$ cat src/rtl/instr_feeder_pkg.sv
// Shared types and default sizing for the instruction feeder.
package instr_feeder_pkg;

  localparam int DEFAULT_DEPTH   = 16;
  localparam int DEFAULT_TIMEOUT = 64;

  typedef enum logic [2:0] {
    IDLE,
    LOAD,
    START,
    WAIT_LO,
    WAIT_HI,
    FIN
  } state_e;

endpackage

$ cat src/rtl/instr_feeder_prog_mem.sv
// Program store for the instruction feeder: one synchronous write port and
// one combinational read port.
module prog_mem #(
  parameter int DEPTH = 16
) (
  input  logic                     clk,
  input  logic                     we,
  input  logic [$clog2(DEPTH)-1:0] waddr,
  input  logic [15:0]              wdata,
  input  logic [$clog2(DEPTH)-1:0] raddr,
  output logic [15:0]              rdata
);

  logic [15:0] mem [DEPTH];

  // NOTE: the storage array has no reset; a program must survive a reset of
  // the sequencer, and clearing an array would also block RAM inference.
  always_ff @(posedge clk) begin
    if (we) mem[waddr] <= wdata;
  end

  assign rdata = mem[raddr];

endmodule

$ cat src/rtl/instr_feeder.sv
// Instruction feeder: issues a stored program to a CPU one word at a time
// (load, start, wait for completion) with a watchdog on each wait.
module instr_feeder
  import instr_feeder_pkg::*;
#(
  parameter int DEPTH   = DEFAULT_DEPTH,
  parameter int TIMEOUT = DEFAULT_TIMEOUT
) (
  input  logic                     clk,
  input  logic                     rst,
  input  logic                     prog_we,
  input  logic [$clog2(DEPTH)-1:0] prog_addr,
  input  logic [15:0]              prog_data,
  input  logic [$clog2(DEPTH):0]   len,
  input  logic                     run,
  output logic [15:0]              instr,
  output logic                     load,
  output logic                     start,
  input  logic                     waiting,
  input  logic [15:0]              cpu_out,
  output logic                     busy,
  output logic                     done,
  output logic                     timeout_err,
  output logic [$clog2(DEPTH)-1:0] pc,
  output logic [15:0]              last_out
);

  localparam int AW = $clog2(DEPTH);
  localparam int WW = $clog2(TIMEOUT + 1);
  localparam logic [WW-1:0] WDOG_LAST = WW'(TIMEOUT - 1);

  state_e        state, state_nxt;
  logic [AW:0]   len_q, issued;
  logic [WW-1:0] wdog;
  logic [15:0]   mem_rdata;
  logic          mem_we, wdog_expired, last_instr;

  // Programming is only possible while no run is in flight.
  assign mem_we = prog_we && (state == IDLE);

  prog_mem #(.DEPTH(DEPTH)) u_prog_mem (
    .clk   (clk),
    .we    (mem_we),
    .waddr (prog_addr),
    .wdata (prog_data),
    .raddr (pc),
    .rdata (mem_rdata)
  );

  assign wdog_expired = (wdog == WDOG_LAST);
  assign last_instr   = ((issued + (AW+1)'(1)) == len_q);
  assign busy         = (state != IDLE);
  assign instr        = (state == LOAD || state == START) ? mem_rdata : '0;

  // NOTE: every output of this block gets a default before the case so no
  // path leaves a signal unassigned, which would otherwise infer a latch.
  always_comb begin
    state_nxt = state;
    load      = 1'b0;
    start     = 1'b0;
    case (state)
      IDLE:    if (run) state_nxt = (len == '0) ? FIN : LOAD;
      LOAD: begin
        load      = 1'b1;
        state_nxt = START;
      end
      START: begin
        start     = 1'b1;
        state_nxt = WAIT_LO;
      end
      WAIT_LO: begin
        if (!waiting)          state_nxt = WAIT_HI;
        else if (wdog_expired) state_nxt = IDLE;
      end
      WAIT_HI: begin
        if (waiting)           state_nxt = last_instr ? FIN : LOAD;
        else if (wdog_expired) state_nxt = IDLE;
      end
      FIN:     state_nxt = IDLE;
      default: state_nxt = IDLE;
    endcase
  end

  // NOTE: state is updated with non-blocking assignments so every register
  // samples pre-edge values, independent of statement order.
  always_ff @(posedge clk) begin
    if (rst) begin
      state       <= IDLE;
      len_q       <= '0;
      issued      <= '0;
      wdog        <= '0;
      pc          <= '0;
      last_out    <= '0;
      timeout_err <= 1'b0;
      done        <= 1'b0;
    end else begin
      state <= state_nxt;
      done  <= (state == FIN);
      case (state)
        IDLE: begin
          if (run) begin
            len_q       <= len;
            issued      <= '0;
            pc          <= '0;
            timeout_err <= 1'b0;
          end
        end
        START: wdog <= '0;
        WAIT_LO: begin
          if (!waiting)          wdog        <= '0;
          else if (wdog_expired) timeout_err <= 1'b1;
          else                   wdog        <= wdog + WW'(1);
        end
        WAIT_HI: begin
          if (waiting) begin
            last_out <= cpu_out;
            pc       <= pc + AW'(1);
            issued   <= issued + (AW+1)'(1);
          end else if (wdog_expired) begin
            timeout_err <= 1'b1;
          end else begin
            wdog <= wdog + WW'(1);
          end
        end
        default: ;
      endcase
    end
  end

endmodule
$ cat config.mk
export PLATFORM = sky130hd
export DESIGN_NAME = instr_feeder
export DESIGN_NICKNAME = d
export VERILOG_FILES = /design/src/rtl/instr_feeder_pkg.sv /design/src/rtl/instr_feeder_prog_mem.sv /design/src/rtl/instr_feeder.sv
export SDC_FILE = /design/constraint.sdc
export NUM_CORES = 1
export LEC_CHECK = 0
export CAP_MARGIN = 20
export CORE_UTILIZATION = 58
export DETAILED_ROUTE_END_ITERATION = 8
export PLACE_DENSITY = 0.79
export SLEW_MARGIN = 40
export SYNTH_ARGS = -nofsm -noshare
export SYNTH_HDL_FRONTEND = slang
export SYNTH_SLANG_ARGS = --single-unit
$ cat constraint.sdc
create_clock -name clk -period 3.5 [get_ports clk]
set_input_delay 0.7 -clock clk [delete_from_list [all_inputs] [get_ports clk]]
set_output_delay 0.7 -clock clk [all_outputs]
set_load 0.02 [all_outputs]
==> out/metrics.yaml <==
vias: 6481
clock-skew-final_ns: 0.008556
cts_buffer_depth: 3
ant_nets: 0
insertedDiodeCount: 0
clock.fmax_mhz: 289.4
syn_to_final_growth_pct: 18.67
cts.sinks: 302
crit_fanout: 16
crit_arrival_ns: 2.76
max_slew_margin_pct: 58.83
grt.overflow.total: 0
grt_usage_pct: 25.29
drt_iter0_markers: 615
firstDrtPassIters: 5
cts_tree: "yes"
min_period_ns: 3.455
finalMaxSlewViolations: 0
viasPerCell: 6.167
reg2reg_slack_ns: 1.23
hpwlAfterDp_um: 14790
gp_congestion: 0.7839
worst_slack_ns: 0.04460
die_x_um: 144.6
r2r_cells: 5
start_kind: "flop"
setup_viol: 0
core_area_mm2: 0.01972
dieArea_mm2: 0.02091
ys_ff_latch: 302
hold_violations: 0
grt_max_degree: 43
netlist_instances: 656
rows: 51
synth_edf_count: 256
routedWlPerCell_um: 24.40
grt_pass1_wl_um: 37850
whs_ns: 0.4581
syn_area_mm2: 0.01180
met1Wirelength_um: 10590
ir_drop_mv: 0.3880
grt_antenna_before_repair: 0
yosys_warnings: 0
intPower_mw: 5.722
drt_wl_total_um: 25650
finalCoreUtilization_pct: 71.00
cp.required_ns: 2.80
clkPwrFrac_pct: 39.3
highest_layer: "met4"
worstMarginPinSlew_ns: 0.6160
power_density_mw_per_mm2: 515.5
slowest_stage: "clkdlybuf4s50_1"
port_buffers: 86
cp_top_family: "buffers and inverters"
boundaryPins: 87
power_switching_mw: 1.495
power_mw: 7.217
whs_path_depth: 2
min_from: "last_out[4]"
hold_end: "last_out[4]"
clk_pin_slew_ns: 0.06
p_comb_share_pct: 5.8
grt_pass1_vias: 6563
worstSetupPathType: "flop to primary output"
synth.avg_cell_area_um2: 17.98
grt_setup_unrepaired: "no"
layout.nets: 816
rr_endpoint: "u_prog_mem.mem[8][10]"
pwr-share-seq_pct: 54.9
final_layout_size_suffix_gt1_share_pct: 18.32
fin_setup_tns_ns: 0
cts_max_level: 1
syn_nets: 705
start_util_pct: 59.83
run_status: "complete, no violations"
slowest_delay_ns: 0.68
clock_latency_ns: 0.54
wl_met2_um: 12900
hp-class: "flop to flop"
ys_seq_area_share_pct: 72.97
ctsHoldBuffers: 0
crit_buf_inv: 1
die_h_um: 144.6
switching_share_pct: 20.72
async_flop_share_pct: 0
r2r_start: "state[0]"
drc_errors: 0
dr_wl_met3_um: 1639
synth_ff_type: "edfxtp_1"
endpoint_kind: "primary output"
finalCritPeriodShare_pct: 98.73
cts-root-buf: "clkbuf_16"
cts_buffers: 29
crit_chain: "xnor2_1 > or3_2 > o22ai_1 > clkdlybuf4s50_1"
leakage_nw: 4.377
ys_types: 46
drv_cap: 0
pre_cts_ws_ns: 0.4976
-- worst max-delay path by stage --
stage                                       to  slack, ns  startpoint  depth (start not counted)
after global placement                instr[3]       0.51        flop                          5
after CTS                             instr[3]      0.003        flop                          5
final                                instr[12]       0.04    state[0]                          4
after floorplan           u_prog_mem.mem[1][0]       0.61     prog_we                          4
after detailed placement              instr[3]       0.50        flop                          5
after global routing                  instr[5]      0.008        flop                          5
-- area by class of cell --
class / count / area [um^2]
clock buffer: 39 / 773.2
clock inverter: 11 / 71.32
fill: 1185 / 5718
inverter: 2 / 7.507
multi-input combinational: 317 / 3023
sequential: 302 / 8617
tap: 265 / 331.6
timing repair buffer: 115 / 1176
-- cells in the final DEF (no fill, tap or decap), types with 2 or more instances in the layout --
cell	netlist	layout
and2_1	3	3
nor3b_1	2	2
o21ai_0	7	7
nand2_1	54	54
a31oi_1	2	2
buf_12	0	4
dfxtp_4	0	2
nor2_1	28	28
ha_1	3	3
nor2b_1	3	3
clkdlybuf4s50_1	0	82
mux2i_2	0	2
inv_1	2	2
o22ai_1	17	17
buf_4	6	23
nand3b_1	2	2
nor3_1	9	6
o21ai_1	3	3
a2bb2oi_1	2	2
nand3_1	9	9
nor3_2	1	4
or3_1	10	9
xor2_1	5	5
nor4_1	2	2
xnor2_1	4	4
nand4_1	2	2
mux2i_1	33	31
edfxtp_1	256	256
a21oi_1	35	35
clkbuf_1	5	9
nand2b_1	3	3
clkinv_1	0	7
dfxtp_1	46	43
clkinv_2	0	3
mux4_2	64	64
clkbuf_16	0	30
nor4b_4	2	2
dlymetal6s2s_1	0	4
-- power by group through the flow --
stage	Combinational (mW)	Clock [mW]	Sequential, mW
after floorplan	0.209	0	4.04
after global placement	0.400	0	4.03
after detailed placement	0.412	0	4.04
after CTS	0.415	2.88	3.96
after global routing	0.447	3.01	3.96
final	0.418	2.84	3.96
-- per-stage QoR --
step           instance area (um^2)  instances
2_1_floorplan                 11800        656
3_5_place_dp                  13090       1000
4_1_cts                       13950       1050
5_1_grt                       14000       1051
3_3_place_gp                  13090       1000
6_report                      14000       1051
-- sequential cells by signal, summed over array words and instances, names as in the netlist, named ones only --
name            count
done                1
issued              5
last_out           16
len_q               5
pc                  4
state               3
timeout_err         1
u_prog_mem.mem    256
wdog                7
-- tightest hold or removal path, stage by stage, from the launching register on --
cell,delay [ns]
dfxtp_1,0.31
nand2_1,0.05
a21oi_1,0.05
-- layer usage --
layer / up-vias / GRT usage, %
li1: 2822 / -
met1: 3321 / 34.61
met2: 291 / 42.64
met3: 47 / 3.742
met4: 0 / 6.981
met5: - / 0
-- repair_timing --
item,4_1_cts,5_1_grt
cloned,0,1
setup buffers,0,0
endpoints found under the setup margin,6,12
resized for setup,4,9
pin swaps,0,0
-- synth_stat cells (all sizes together), types with 4 or more instances --
cell    count  area, um^2
edfxtp    256        7687
mux4       64        1441
nand2      54       202.7
dfxtp      46       920.9
a21oi      35       175.2
mux2i      33       330.3
buf        29       158.9
nor2       28       105.1
o22ai      17       106.4
or3        11       73.82
nor3       10       55.05
o21ai      10       50.04
nand3       9       45.04
clkbuf      6       23.77
xor2        5       43.79
xnor2       4       35.03
-- cells by family after synthesis --
kind of cell               after synthesis  synth area share (%)
AOI/OAI and AO/OA                       69                 3.330
xor gates and xnor gates                 9                0.6681
adders and majority gates                3                0.3182
buffers and inverters                   37                 1.612
DFF                                    302                 72.97
muxes                                   97                 15.02
and+or+nand+nor                        139                 6.088
(Power assumes the default switching activity.)
